$ cat config.mk
export PLATFORM = sky130hd
export DESIGN_NAME = dct_rle_encoder
export DESIGN_NICKNAME = d
export VERILOG_FILES = /design/src/rtl/dct_rle_encoder.sv
export SDC_FILE = /design/constraint.sdc
export NUM_CORES = 1
export LEC_CHECK = 0
export CELL_PAD_IN_SITES_DETAIL_PLACEMENT = 1
export CELL_PAD_IN_SITES_GLOBAL_PLACEMENT = 1
export CORE_MARGIN = 3
export CORE_UTILIZATION = 34
export DETAILED_ROUTE_END_ITERATION = 12
export GPL_TIMING_DRIVEN = 0
export PLACE_DENSITY = 0.88
export SYNTH_ARGS = -nofsm -noshare
export SYNTH_HDL_FRONTEND = slang
export SYNTH_SLANG_ARGS = --single-unit
$ cat constraint.sdc
create_clock -name clk -period 5.9 [get_ports clk]
set_clock_uncertainty 0.1 [all_clocks]
set_input_delay 1.475 -clock clk [delete_from_list [all_inputs] [get_ports clk]]
set_output_delay 1.475 -clock clk [all_outputs]
set_load 0.01 [all_outputs]
$ cat src/rtl/dct_rle_encoder.sv
// rtl/dct_rle_encoder.sv - quantize an 8-coefficient DCT block and emit (run, value) tokens plus EOB
// Optional RLE_STATS_EN adds blk_count/tok_count consumed-token counters.
module dct_rle_encoder #(
    parameter int COEF_W = 19,
    parameter int QSHIFT = 4,
    parameter int VAL_W  = 8,
    parameter int RUN_W  = 4
) (
    input  logic                     clk,
    input  logic                     rst,
`ifdef RLE_STATS_EN
    output logic [15:0]              blk_count,
    output logic [15:0]              tok_count,
`endif
    input  logic                     en,
    input  logic                     in_valid,
    output logic                     in_ready,
    input  logic signed [COEF_W-1:0] coef0,
    input  logic signed [COEF_W-1:0] coef1,
    input  logic signed [COEF_W-1:0] coef2,
    input  logic signed [COEF_W-1:0] coef3,
    input  logic signed [COEF_W-1:0] coef4,
    input  logic signed [COEF_W-1:0] coef5,
    input  logic signed [COEF_W-1:0] coef6,
    input  logic signed [COEF_W-1:0] coef7,
    output logic                     out_valid,
    input  logic                     out_ready,
    output logic [RUN_W-1:0]         out_run,
    output logic signed [VAL_W-1:0]  out_val,
    output logic                     out_eob
);

    typedef enum logic [1:0] {S_IDLE, S_SCAN, S_EMIT, S_EOB} state_t;

    localparam logic signed [COEF_W-1:0] SAT_HI = COEF_W'((1 <<< (VAL_W-1)) - 1);
    localparam logic signed [COEF_W-1:0] SAT_LO = COEF_W'(-(1 <<< (VAL_W-1)));

    state_t                  state;
    logic signed [VAL_W-1:0] q [8];
    logic [2:0]              idx;
    logic [RUN_W-1:0]        run;
    logic                    consume;

    assign consume = out_valid && out_ready && en;

    // Floor shift, then clamp into the token's signed value range.
    function automatic logic signed [VAL_W-1:0] quantize(input logic signed [COEF_W-1:0] c);
        logic signed [COEF_W-1:0] s;
        s = c >>> QSHIFT;
        if (s > SAT_HI)
            s = SAT_HI;
        else if (s < SAT_LO)
            s = SAT_LO;
        return s[VAL_W-1:0];
    endfunction

    always_ff @(posedge clk) begin
        if (rst) begin
            state     <= S_IDLE;
            in_ready  <= 1'b1;
            out_valid <= 1'b0;
            out_run   <= '0;
            out_val   <= '0;
            out_eob   <= 1'b0;
            idx       <= '0;
            run       <= '0;
        end else if (en) begin
            case (state)
                S_IDLE: begin
                    if (in_valid) begin
                        q[0]     <= quantize(coef0);
                        q[1]     <= quantize(coef1);
                        q[2]     <= quantize(coef2);
                        q[3]     <= quantize(coef3);
                        q[4]     <= quantize(coef4);
                        q[5]     <= quantize(coef5);
                        q[6]     <= quantize(coef6);
                        q[7]     <= quantize(coef7);
                        idx      <= '0;
                        run      <= '0;
                        in_ready <= 1'b0;
                        state    <= S_SCAN;
                    end
                end
                S_SCAN: begin
                    if (q[idx] == '0) begin
                        run <= run + RUN_W'(1);
                        if (idx == 3'd7) begin
                            out_valid <= 1'b1;
                            out_eob   <= 1'b1;
                            out_run   <= run + RUN_W'(1);
                            out_val   <= '0;
                            state     <= S_EOB;
                        end else begin
                            idx <= idx + 3'd1;
                        end
                    end else begin
                        out_valid <= 1'b1;
                        out_eob   <= 1'b0;
                        out_run   <= run;
                        out_val   <= q[idx];
                        state     <= S_EMIT;
                    end
                end
                S_EMIT: begin
                    if (out_ready) begin
                        run <= '0;
                        // Last coefficient was nonzero: EOB follows back-to-back with run 0.
                        if (idx == 3'd7) begin
                            out_eob <= 1'b1;
                            out_run <= '0;
                            out_val <= '0;
                            state   <= S_EOB;
                        end else begin
                            out_valid <= 1'b0;
                            idx       <= idx + 3'd1;
                            state     <= S_SCAN;
                        end
                    end
                end
                S_EOB: begin
                    if (out_ready) begin
                        out_valid <= 1'b0;
                        in_ready  <= 1'b1;
                        state     <= S_IDLE;
                    end
                end
                default: state <= S_IDLE;
            endcase
        end
    end

`ifdef RLE_STATS_EN
    always_ff @(posedge clk) begin
        if (rst) begin
            blk_count <= '0;
            tok_count <= '0;
        end else if (consume) begin
            tok_count <= tok_count + 16'd1;
            if (state == S_EOB)
                blk_count <= blk_count + 16'd1;
        end
    end
`endif

endmodule

==> results.md, run 1 <==
| Group | Item | This run |
|:---|:---|:---|
| outcome | Status | finished clean |
| power and ir drop | Switching share of power | 0.2407 |
| clock tree | TritonCTS clock tree | built |
| power and ir drop | Power density relative to cell area | 226.0 nW/um2 |
| critical path | Element type at the critical path end | flop |
| critical path | R2r endpoint | out_run[1] |
| logic synthesis | Number of distinct library cell variants in the gate-level netlist after synthesis | 50 |
| logic synthesis | Net count after synthesis | 554 |
| worst hold path | Tightest Hold Check Type | reg -> reg |
| global route | Global-route wire length before repair | 22,560 um |
| global route | Via count of the first global-routing pass | 4,348 |
| timing | WHS | 0.3829 ns |
| power and ir drop | Internal portion of total power | 0.001122 W |
| placed design | Count of buffers from port buffering | 139 |
| timing | Worst slew margin relative to its limit | 0.3522 |
| placed design | Detail Placement HPWL | 11,220 um |
| floorplan | FP Rows | 42 |
| logic synthesis | Predominant post-synthesis flop cell | sky130_fd_sc_hd__edfxtp_1 |
| logic synthesis | Number of synthesis warnings | 0 |
| route | Post-detailed-route count of antenna-violating nets | 0 |
| logic synthesis | Fraction of synthesis flops using an asynchronous set or reset pin | 0 |
| floorplan | Initial Utilization | 0.3483 |
| route | Vias post-DR | 3,958 |
| critical path | Slack of the worst reg-to-reg path | 2.60 ns |
| route | Post-detailed-route via-to-cell ratio | 5.474 |
| timing | Total negative slack for setup checks | 0 ns |
| cells and area | Final Net Count | 705 |
| worst hold path | Worst hold path depth | 2 |
| timing | Final setup violation count | 0 |
| floorplan | Die height | 122.7 um |
| global route | Overall fraction of global-route tracks in use | 0.1963 |
| critical path | Cell with the biggest individual delay on the critical path | sky130_fd_sc_hd__nor2_4 |
| floorplan | Core footprint | 13,300 um2 |
| critical path | Worst EP arrival | 3.70 ns |
| job | Max Cap Viol | 0 |
| floorplan | I/O Pins | 172 |
| global route | Global Route met1 Usage | 0.2253 |
| cells and area | Number of diodes added for antenna fixing | 0 |
| power and ir drop | Part of the power in registers | 0.489 |
| clock tree | Clock Sink Count | 91 |
| logic synthesis | Average footprint of a synthesized cell | 11.84 um2 |
| route | Post-detailed-routing wire length | 14,100 um |
| timing | Min Clock Period, post-route | 3.760 ns |
| route | Wirelength per Cell | 19.50 um |
| logic synthesis | Post-synthesis cell count | 391 |
| timing | Fin. Hold Viols | 0 |
| worst hold path | Worst Hold Path EP | out_run[0] |
| power and ir drop | IR drop worst, VDD | 143.5 uV |
| clock tree | Insertion delay to the later sink of the worst-skew pair | 0.34 ns |
| route | Number of remaining DRC errors | 0 |
| power and ir drop | Standby leakage power | 2.116 nW |
| critical path | Largest fanout on the critical path | 34 |
| timing | Final cycle utilization of the critical path | 0.6373 |
| timing | Setup repair after global routing missed its margin | false |
| route | Initial drt markers | 215 |
| global route | Most congested layer reported by global routing | met2 |
| critical path | List of cells traversed by the critical path | clkdlybuf4s50_1 -> clkbuf_1 -> buf_1 -> nor2_4 -> buf_12 |
| critical path | Category of the worst setup path launch point | input port |
| cells and area | Synth-to-layout area growth | 41.21% |
| critical path | Critical path's largest stage delay | 0.83 ns |
| timing | Max Slew Vio Count | 0 |
| clock tree | Number of gates resized after CTS | 0 |
| global route | GRT met3 Usage | 0.04147 |
| clock tree | Reg clk slew, reported paths | 0.06 ns |
| global route | Largest net degree at the start of global routing | 35 |
| global route | Met2 usage in global routing | 0.3642 |
| logic synthesis | Cell area after technology mapping | 4631 um2 |
| power and ir drop | Power spent charging and discharging nets | 0.0003557 W |
| placed design | Final RePlAce weighted congestion | 0.8717 |
| critical path | Required arrival time at the worst endpoint | 5.84 ns |
| critical path | Worst R2R Path Depth | 8 |
| power and ir drop | Clk pwr share | 0.359 |
| route | DR pass1 iterations | 4 |
| clock tree | Root Buffer Master | sky130_fd_sc_hd__clkbuf_16 |
| clock tree | Quantity of hold-fixing buffers added after cts | 0 |
| global route | Total gr overflow | 0 |
| logic synthesis | Number of synthesized flops with an enable pin | 64 |
| critical path | Type of the worst setup path | in -> reg |
| clock tree | CTS H-Tree Depth | 3 |
| clock tree | Clock buffer depth | 2 |
| power and ir drop | Share of power burned in combinational logic | 0.152 |
| worst hold path | Startpoint of the tightest hold check path | out_run[0] |
| timing | Transition time at the pin with the least slew margin | 0.9694 ns |
| floorplan | Die footprint | 15,060 um2 |
| clock tree | Number of buffers inserted during clock tree synthesis | 9 |
| logic synthesis | Fraction of the yosys area taken by sequential cells | 0.5317 |
| floorplan | Horizontal extent of the die | 122.7 um |
| global route | Antenna violations before repair | 0 |
| timing | Highest attainable clock frequency | 265.9 MHz |
| clock tree | Setup repair bufs after CTS | 0 |
| logic synthesis | Number of storage elements in the synthesis netlist | 91 |
| cells and area | Share of post-route cells with drive strength above 1 | 0.07861 |
## placed cells by master, fill, tap and decap left out, types with 3 or more instances in the layout
master,instances
sky130_fd_sc_hd__a21oi_1,17
sky130_fd_sc_hd__a31oi_1,10
sky130_fd_sc_hd__and2_1,3
sky130_fd_sc_hd__buf_1,4
sky130_fd_sc_hd__clkbuf_1,16
sky130_fd_sc_hd__clkbuf_16,9
sky130_fd_sc_hd__clkdlybuf4s50_1,139
sky130_fd_sc_hd__clkinv_1,3
sky130_fd_sc_hd__dfxtp_1,27
sky130_fd_sc_hd__edfxtp_1,64
sky130_fd_sc_hd__ha_1,6
sky130_fd_sc_hd__inv_1,9
sky130_fd_sc_hd__mux2i_1,9
sky130_fd_sc_hd__mux4_2,17
sky130_fd_sc_hd__nand2_1,14
sky130_fd_sc_hd__nand3_1,12
sky130_fd_sc_hd__nand4_1,12
sky130_fd_sc_hd__nor2_1,20
sky130_fd_sc_hd__nor3_1,14
sky130_fd_sc_hd__nor4_1,16
sky130_fd_sc_hd__o21a_1,56
sky130_fd_sc_hd__o21ai_0,7
sky130_fd_sc_hd__o21ai_1,8
sky130_fd_sc_hd__o22ai_1,4
sky130_fd_sc_hd__o2bb2ai_1,4
sky130_fd_sc_hd__o31ai_1,3
sky130_fd_sc_hd__or3_1,3
sky130_fd_sc_hd__or4_1,3
## metal layers
metal | vias to the layer above | share of wire
met2 | 131 | 0.54
met5 | - | 0
li1 | 1873 | -
met1 | 1939 | 0.39
met4 | 0 | 0.018
met3 | 15 | 0.055
## kinds of logic after synthesis
group           after synthesis  synth area share
compound gates              126            0.1913
flops                        91            0.5317
mux                          28            0.1070
buf+inv                      30           0.02513
simple gates                108            0.1248
xor+xnor                      2          0.003783
fa+ha+maj                     6           0.01621
## area by class of cell
cell class | instances | area (um2)
Fill cell | 1433 | 6756
Multi-Input combinational cell | 270 | 2059
Tap cell | 176 | 220.2
Buffer | 20 | 78.83
Inverter | 10 | 37.54
Timing Repair Buffer | 140 | 1411
Clock buffer | 10 | 229.0
Sequential cell | 91 | 2462
Clock inverter | 6 | 40.04
## worst max path at each step
stage,startpoint,endpoint,slack [ns],cells past startpoint
after floorplan,rst,q[0][0],0.73,3
after global placement,rst,q[3][3],-0.73,4
after detailed placement,rst,q[2][0],1.76,5
after CTS,rst,q[7][7],2.11,5
after global routing,rst,q[6][6],1.94,5
final,rst,q[7][6],2.14,5
## critical path, delay by kind of cell
| family | cells | cell delay (ns) |
|---|---|---|
| and+or+nand+nor | 1 | 0.83 |
| buffers and inverters | 4 | 1.37 |
## registers in the layout, summed over array words and instances, names as in the netlist, named ones only
| name | count |
|---|---|
| q | 64 |
| out_val | 8 |
| out_run | 4 |
| run | 4 |
| idx | 3 |
| state | 2 |
| in_ready | 1 |
| out_eob | 1 |
| out_valid | 1 |
## synthesized netlist by cell type, types with 2 or more instances
master | count | area [um2]
sky130_fd_sc_hd__o21a_1 | 56 | 420.4
sky130_fd_sc_hd__a31oi_1 | 10 | 62.56
sky130_fd_sc_hd__xnor2_1 | 2 | 17.52
sky130_fd_sc_hd__clkbuf_1 | 15 | 56.30
sky130_fd_sc_hd__a211o_1 | 2 | 17.52
sky130_fd_sc_hd__o2bb2ai_1 | 4 | 35.03
sky130_fd_sc_hd__o31ai_1 | 3 | 22.52
sky130_fd_sc_hd__or3_1 | 3 | 18.77
sky130_fd_sc_hd__nand4_1 | 12 | 75.07
sky130_fd_sc_hd__nand3_1 | 12 | 60.06
sky130_fd_sc_hd__a21oi_1 | 17 | 85.08
sky130_fd_sc_hd__o21ai_0 | 7 | 35.03
sky130_fd_sc_hd__dfxtp_1 | 27 | 540.5
sky130_fd_sc_hd__edfxtp_1 | 64 | 1922
sky130_fd_sc_hd__nor2_1 | 21 | 78.83
sky130_fd_sc_hd__nand3b_1 | 2 | 15.01
sky130_fd_sc_hd__ha_1 | 6 | 75.07
sky130_fd_sc_hd__o31a_1 | 2 | 17.52
sky130_fd_sc_hd__inv_1 | 9 | 33.78
sky130_fd_sc_hd__buf_1 | 4 | 15.01
sky130_fd_sc_hd__and2_1 | 3 | 18.77
sky130_fd_sc_hd__o211ai_1 | 2 | 15.01
sky130_fd_sc_hd__mux4_2 | 17 | 382.9
sky130_fd_sc_hd__or4_1 | 3 | 22.52
sky130_fd_sc_hd__nor3_1 | 14 | 70.07
sky130_fd_sc_hd__o21ai_1 | 8 | 40.04
sky130_fd_sc_hd__o22ai_1 | 4 | 25.02
sky130_fd_sc_hd__nand2_1 | 14 | 52.55
sky130_fd_sc_hd__o211a_1 | 2 | 20.02
sky130_fd_sc_hd__nor4_1 | 16 | 100.1
sky130_fd_sc_hd__mux2_2 | 2 | 22.52
sky130_fd_sc_hd__or2_2 | 2 | 12.51
sky130_fd_sc_hd__mux2i_1 | 9 | 90.09
## metrics by stage
step | cell area (um2) | setup slack (ns) | total power (W) | utilization | cells
after floorplan | 4631 | 0.7326 | 0.0008250 | - | 391
after global placement | 6242 | -0.7314 | 0.0009478 | 0.4695 | 706
after detailed placement | 6270 | 1.762 | 0.0009605 | 0.4716 | 707
after CTS | 6539 | 2.113 | 0.001487 | 0.4918 | 723
after global routing | 6539 | 1.940 | 0.001532 | 0.4918 | 723
final | 6539 | 2.140 | 0.001478 | 0.4918 | 723
## power groups by stage
stage               clock network [W]  logic [W]  registers, W
global route                 0.000562   0.000247      0.000724
detailed placement                  0   0.000225      0.000736
CTS                          0.000538   0.000227      0.000722
finish                       0.000530   0.000225      0.000722
global placement                    0   0.000212      0.000736
floorplan                           0  0.0000915      0.000733
No activity file was read; power rests on OpenSTA's default activity.
==> run 2, diff against run 1 <==
Settings changed: CORE_UTILIZATION 34 to 31, PLACE_DENSITY 0.88 to 0.85.
Clock period 5.9 ns to 3.1 ns, I/O delays scaled along.
==> run 2 against run 1 <==
Against the previous run: register-to-register slack got worse by 2.4 ns; design area increased by 1.5%; sequential power increased by 90%; core utilization decreased by 3.7 points; setup slack got worse by 1.9 ns; power increased by 100%; critical path type unchanged; critical endpoint is now q[4][6]; largest power group unchanged; clock power increased by 130%; die area increased by 9.2%; count of clock-buffer cells in the layout decreased by 1; sequential cell count unchanged; critical path depth decreased by 1.
==> results.md, run 2 (synthesis gave the netlist of run 1 again) <==
| Group | Item | This run | Change |
|:---|:---|:---|:---|
| outcome | Status | finished clean | unchanged |
| global route | Via count of the first global-routing pass | 4,370 | was 4,348 |
| timing | Worst slew margin relative to its limit | 0.3486 | was 0.3522 |
| placed design | Detail Placement HPWL | 11,860 um | was 11,220 um |
| timing | Worst Slack Setup Final | 0.1972 ns | was 2.140 ns |
| worst hold path | Startpoint of the tightest hold check path | out_run[0] | unchanged |
| critical path | Category of the worst setup path launch point | input port | unchanged |
| critical path | Required arrival time at the worst endpoint | 2.97 ns | was 5.84 ns |
| route | Vias post-DR | 3,992 | was 3,958 |
| clock tree | Insertion delay to the later sink of the worst-skew pair | 0.35 ns | was 0.34 ns |
| critical path | Startpoint of the worst setup timing path | rst | unchanged |
| clock tree | TritonCTS clock tree | built | unchanged |
| power and ir drop | Standby leakage power | 2.145 nW | was 2.116 nW |
| clock tree | Reg clk slew, reported paths | 0.07 ns | was 0.06 ns |
| timing | Final setup violation count | 0 | unchanged |
| power and ir drop | IR drop worst, VDD | 290.8 uV | was 143.5 uV |
| route | Post-detailed-route via-to-cell ratio | 5.454 | was 5.474 |
| floorplan | FP Rows | 44 | was 42 |
| cells and area | Max FFs per register | 64 | unchanged |
| global route | Largest net degree at the start of global routing | 31 | was 35 |
| route | DR pass1 iterations | 4 | unchanged |
| timing | Transition time at the pin with the least slew margin | 0.9761 ns | was 0.9694 ns |
| global route | Total gr overflow | 0 | unchanged |
| floorplan | Core footprint | 14,590 um2 | was 13,300 um2 |
| route | Initial drt markers | 273 | was 215 |
| critical path | Largest fanout on the critical path | 17 | was 34 |
| floorplan | Die height | 128.2 um | was 122.7 um |
| job | Max Cap Viol | 0 | unchanged |
| floorplan | Die footprint | 16,440 um2 | was 15,060 um2 |
| critical path | Element type at the critical path end | flop | unchanged |
| clock tree | Quantity of hold-fixing buffers added after cts | 0 | unchanged |
| clock tree | Number of buffers inserted during clock tree synthesis | 9 | unchanged |
| cells and area | Largest registers in the final layout | q x64, out_val x8 | unchanged |
| worst hold path | Tightest Hold Check Type | reg -> reg | unchanged |
| route | Number of remaining DRC errors | 0 | unchanged |
| cells and area | Leading cell type in the layout, fill and taps excluded | sky130_fd_sc_hd__clkdlybuf4s50_1 | unchanged |
| power and ir drop | Power density relative to cell area | 454.4 nW/um2 | was 226.0 nW/um2 |
| floorplan | Initial Utilization | 0.3174 | was 0.3483 |
| cells and area | Synth-to-layout area growth | 43.37% | was 41.21% |
| critical path | Type of the worst setup path | in -> reg | unchanged |
| floorplan | I/O Pins | 172 | unchanged |
| timing | Highest attainable clock frequency | 344.5 MHz |  |
| global route | Global-route wire length before repair | 23,460 um | was 22,560 um |
| route | Wirelength per Cell | 20.31 um | was 19.50 um |
| cells and area | Final Net Count | 706 | was 705 |
| cells and area | Largest register by flop count | q | unchanged |
| clock tree | CTS H-Tree Depth | 3 | unchanged |
| clock tree | Clock Sink Count | 91 | unchanged |
| placed design | Pre-CTS WS | -0.4185 ns | was 1.762 ns |
| timing | Min Clock Period, post-route | 2.903 ns |  |
| clock tree | Root Buffer Master | sky130_fd_sc_hd__clkbuf_16 | unchanged |
| clock tree | Clock buffer depth | 2 | unchanged |
| global route | Overall fraction of global-route tracks in use | 0.1837 | was 0.1963 |
| placed design | Count of buffers from port buffering | 139 | unchanged |
| global route | Antenna violations before repair | 0 | unchanged |
| route | Post-detailed-route count of antenna-violating nets | 0 | unchanged |
| placed design | Final RePlAce weighted congestion | 0.8606 | was 0.8717 |
| cells and area | Share of post-route cells with drive strength above 1 | 0.09672 | was 0.07861 |
| timing | Final cycle utilization of the critical path | 0.9364 |  |
| timing | Total negative slack for setup checks | 0 ns | unchanged |
| critical path | Worst EP arrival | 2.77 ns | was 3.70 ns |
| cells and area | Number of diodes added for antenna fixing | 0 | unchanged |
| floorplan | Horizontal extent of the die | 128.2 um | was 122.7 um |
| cells and area | Most frequent cells in the layout | sky130_fd_sc_hd__clkdlybuf4s50_1, sky130_fd_sc_hd__edfxtp_1, sky130_fd_sc_hd__o21a_1 | unchanged |
| clock tree | Setup repair bufs after CTS | 0 | unchanged |
| timing | Fin. Hold Viols | 0 | unchanged |
| timing | Max Slew Vio Count | 0 | unchanged |
| route | Post-detailed-routing wire length | 14,870 um | was 14,100 um |
[run 2: cell count changes in the layout (fill, tap and decap cells not counted), sizes merged]
cell	previous run	this run
nor2	21	22
clkbuf	25	24
clkinvlp	2	0
clkinv	3	4
bufinv	0	2
[run 2: per-layer routing]
layer | global-route usage | part of all wire | wire (um)
met3 | 0.03333 | 0.055 | 821
met5 | 0 | 0 | 0
met4 | 0.07116 | 0.027 | 401
met2 | 0.3344 | 0.53 | 7870
met1 | 0.2124 | 0.39 | 5775
[run 2: stage by stage]
step	hold WS (ns)	util	area, um2	power, W	std cells
floorplan	0.3673	-	4638	0.001569	391
global placement	0.3637	0.4291	6260	0.001804	714
detailed placement	0.3696	0.4304	6280	0.001833	715
CTS	0.3796	0.4532	6611	0.003030	732
global route	0.4154	0.4551	6639	0.003127	732
finish	0.3745	0.4551	6639	0.003017	732
[run 2: repair_timing]
item | CTS | global route
endpoints found under the setup margin | 45 | 17
pin swaps | 1 | 0
gates cloned | 1 | 0
resized for setup | 1 | 7
[run 2: path summary, 6_finish.rpt]
kind           endpoint  slack [ns]  depth (start not counted)
max             q[4][6]        0.20                          4
min          out_run[0]        0.37                          2
max reg2reg      run[3]        0.20                          7
min reg2reg  out_run[0]        0.37                          2
[run 2: critical path, cell delays in order]
cell and delay, ns:
sky130_fd_sc_hd__clkdlybuf4s50_1 0.46, sky130_fd_sc_hd__clkbuf_1 0.29, sky130_fd_sc_hd__buf_1 0.40, sky130_fd_sc_hd__nor2_2 0.85
[run 2: cell type report]
cell class                 instances  area (um2)
multi-input combinational        271        2092
tap                              184       230.2
fill                            1534        7950
sequential                        91        2462
timing repair buffer             140        1411
clock inverter                     7       98.84
clock buffer                       9       225.2
inverter                          10       37.54
buffer                            20       81.33
[run 2: where the power goes]
group / internal [W] / switching [W]
clock: 0.000714 / 0.000489
combinational: 0.000243 / 0.000196
sequential: 0.00135 / 0.0000244
==> run 3, diff against run 2 <==
Settings changed: SLEW_MARGIN set to 20.
==> run 3 against run 2 <==
Against the previous run: worst hold slack better by 0.0047 ns; critical path depth is 2 higher; sequential cell count stayed put; via count is 0.23% higher; highest routed layer unchanged; fmax is 2.1% lower; count of clock-buffer cells in the layout stayed put; setup slack worse by 0.063 ns; core utilization is 0.10 points lower; global-route usage is 0.23 points lower.
==> results.md, run 3 (synthesis gave the netlist of run 1 again) <==
| Group | Item | This run | Change |
|:---|:---|:---|:---|
| power and ir drop | Share of power burned in combinational logic | 0.150 | was 0.146 |
| timing | Max Slew Vio Count | 0 | unchanged |
| floorplan | Core footprint | 14,590 um2 | unchanged |
| cells and area | Leading cell type in the layout, fill and taps excluded | sky130_fd_sc_hd__clkdlybuf4s50_1 | unchanged |
| critical path | Type of the worst setup path | reg -> reg | was in -> reg |
| worst hold path | Tightest Hold Check Type | reg -> reg | unchanged |
| timing | Setup repair after global routing missed its margin | false |  |
| global route | Global-route wire length before repair | 23,100 um | was 23,460 um |
| placed design | Final RePlAce weighted congestion | 0.8606 | unchanged |
| cells and area | Largest registers in the final layout | q x64, out_val x8 | unchanged |
| placed design | Cell total after placement | 716 | was 715 |
| route | Post-detailed-route via-to-cell ratio | 5.466 | was 5.454 |
| critical path | Element type at the critical path end | flop | unchanged |
| outcome | Status | finished clean | unchanged |
| critical path | Required arrival time at the worst endpoint | 3.27 ns | was 2.97 ns |
| floorplan | FP Rows | 44 | unchanged |
| floorplan | Die footprint | 16,440 um2 | unchanged |
| placed design | Detail Placement HPWL | 11,710 um | was 11,860 um |
| timing | Highest attainable clock frequency | 337.2 MHz | was 344.5 MHz |
| timing | Total negative slack for setup checks | 0 ns | unchanged |
| cells and area | Util after Layout | 0.4540 | was 0.4551 |
| route | Wirelength per Cell | 20.11 um | was 20.31 um |
| floorplan | Initial Utilization | 0.3174 | unchanged |
| route | DR pass1 iterations | 4 | unchanged |
| clock tree | Number of buffers inserted during clock tree synthesis | 9 | unchanged |
| timing | Final setup violation count | 0 | unchanged |
| route | Vias post-DR | 4,001 | was 3,992 |
| timing | WHS | 0.3792 ns | was 0.3745 ns |
| power and ir drop | IR drop worst, VDD | 262.8 uV | was 290.8 uV |
| timing | Worst slew margin relative to its limit | 0.4910 | was 0.3486 |
| route | Initial drt markers | 217 | was 273 |
| floorplan | Die height | 128.2 um | unchanged |
| clock tree | CTS H-Tree Depth | 3 | unchanged |
| global route | Largest net degree at the start of global routing | 31 | unchanged |
| clock tree | Clock Sink Count | 91 | unchanged |
| power and ir drop | Power spent charging and discharging nets | 0.0007033 W | was 0.0007094 W |
| timing | Transition time at the pin with the least slew margin | 0.7635 ns | was 0.9761 ns |
| cells and area | Most frequent cells in the layout | sky130_fd_sc_hd__clkdlybuf4s50_1, sky130_fd_sc_hd__edfxtp_1, sky130_fd_sc_hd__o21a_1 | unchanged |
| critical path | Buffering stage count on the worst path with inverters included | 0 | was 3 |
| timing | Final cycle utilization of the critical path | 0.9566 | was 0.9364 |
| cells and area | Number of diodes added for antenna fixing | 0 | unchanged |
| clock tree | Quantity of hold-fixing buffers added after cts | 0 | unchanged |
| clock tree | Reg clk slew, reported paths | 0.07 ns | about the same |
| global route | Antenna violations before repair | 0 | unchanged |
| route | Post-detailed-routing wire length | 14,720 um | was 14,870 um |
| route | Post-detailed-route count of antenna-violating nets | 0 | unchanged |
| power and ir drop | Power density relative to cell area | 441.9 nW/um2 | was 454.4 nW/um2 |
| power and ir drop | Standby leakage power | 2.153 nW | was 2.145 nW |
| power and ir drop | Internal portion of total power | 0.002224 W | was 0.002307 W |
| global route | Overall fraction of global-route tracks in use | 0.1815 | was 0.1837 |
| critical path | Critical path's largest stage delay | 0.70 ns | was 0.85 ns |
| critical path | List of cells traversed by the critical path | or4b_2 -> o22ai_1 -> o22ai_2 -> or3_1 -> or4_1 -> a31oi_1 | was clkdlybuf4s50_1 -> clkbuf_1 -> buf_1 -> nor2_2 |
| placed design | Count of buffers from port buffering | 139 | unchanged |
| critical path | Cell with the biggest individual delay on the critical path | sky130_fd_sc_hd__or4b_2 | was sky130_fd_sc_hd__nor2_2 |
| cells and area | Largest register by flop count | q | unchanged |
| critical path | Worst EP arrival | 3.14 ns | was 2.77 ns |
| critical path | Category of the worst setup path launch point | flop | was input port |
| global route | Total gr overflow | 0 | unchanged |
| clock tree | Root Buffer Master | sky130_fd_sc_hd__clkbuf_16 | unchanged |
| critical path | Largest fanout on the critical path | 9 | was 17 |
| global route | Via count of the first global-routing pass | 4,407 | was 4,370 |
| power and ir drop | Switching share of power | 0.2402 | was 0.2351 |
| clock tree | Insertion delay to the later sink of the worst-skew pair | 0.35 ns | about the same |
| cells and area | Fin cells | 732 | unchanged |
| power and ir drop | Clk pwr share | 0.381 | was 0.399 |
| clock tree | TritonCTS clock tree | built | unchanged |
| cells and area | Max FFs per register | 64 | unchanged |
| timing | Fin. Hold Viols | 0 | unchanged |
| critical path | Kind of cell adding the most delay to the critical path | simple AND/OR/NAND/NOR gates | was buffers and inverters |
| cells and area | Synth-to-layout area growth | 43.04% | was 43.37% |
| clock tree | Clock buffer depth | 2 | unchanged |
| floorplan | I/O Pins | 172 | unchanged |
| power and ir drop | Part of the power in registers | 0.470 | was 0.456 |
| job | Max Cap Viol | 0 | unchanged |
| cells and area | Share of post-route cells with drive strength above 1 | 0.09307 | was 0.09672 |
| timing | Min Clock Period, post-route | 2.965 ns | was 2.903 ns |
| route | Number of remaining DRC errors | 0 | unchanged |
| cells and area | Final Net Count | 706 | unchanged |
| floorplan | Horizontal extent of the die | 128.2 um | unchanged |
## run 3: path summary, 6_finish.rpt
check | slack [ns] | depth (start not counted) | endpoint | start
setup reg to reg | 0.13 | 6 | run[3] | q[4][1]
hold / removal | 0.38 | 2 | out_run[2] | out_run[2]
setup / recovery | 0.13 | 6 | run[3] | q[4][1]
hold reg to reg | 0.38 | 2 | out_run[2] | out_run[2]
## run 3: cell type report
type                       count  area [um2]
inverter                      10       37.54
clock inverter                 7       73.82
sequential                    91        2462
timing repair buffer         141        1431
multi-input combinational    270        2079
tap                          184       230.2
fill                        1538        7965
clock buffer                   9       225.2
buffer                        20       83.83
## run 3: timing repair
action,4_1_cts,5_1_grt
setup buffers,0,0
resized for setup,1,6
endpoints found under the setup margin,16,17
pin swaps,0,0
## run 3: layer usage
metal	up-vias	global-route usage	routed length, um
li1	1870	-	-
met1	1971	0.1965	5637
met2	127	0.3334	7803
met3	33	0.03833	744
met4	0	0.08739	534
met5	-	0	0
## run 3: power by group through the flow
stage | clock network (W) | logic [W] | registers [W]
3_5_place_dp | 0 | 0.000433 | 0.00140
6_report | 0.00111 | 0.000438 | 0.00137
3_3_place_gp | 0 | 0.000405 | 0.00140
5_1_grt | 0.00119 | 0.000476 | 0.00138
4_1_cts | 0.00114 | 0.000436 | 0.00137
2_1_floorplan | 0 | 0.000175 | 0.00139
## run 3: worst reg2reg max path, stage by stage (launching register included)
cell	delay (ns)
sky130_fd_sc_hd__edfxtp_1	0.44
sky130_fd_sc_hd__or4b_2	0.70
sky130_fd_sc_hd__o22ai_1	0.27
sky130_fd_sc_hd__o22ai_2	0.24
sky130_fd_sc_hd__or3_1	0.46
sky130_fd_sc_hd__or4_1	0.54
sky130_fd_sc_hd__a31oi_1	0.14
## run 3: metrics by stage
stage	total power [W]	setup WS [ns]	cell area, um2
floorplan	0.001569	0.4016	4638
global placement	0.001804	-0.5748	6260
detailed placement	0.001834	-0.08380	6300
CTS	0.002951	0.04597	6600
global route	0.003044	0.03969	6624
finish	0.002927	0.1347	6624
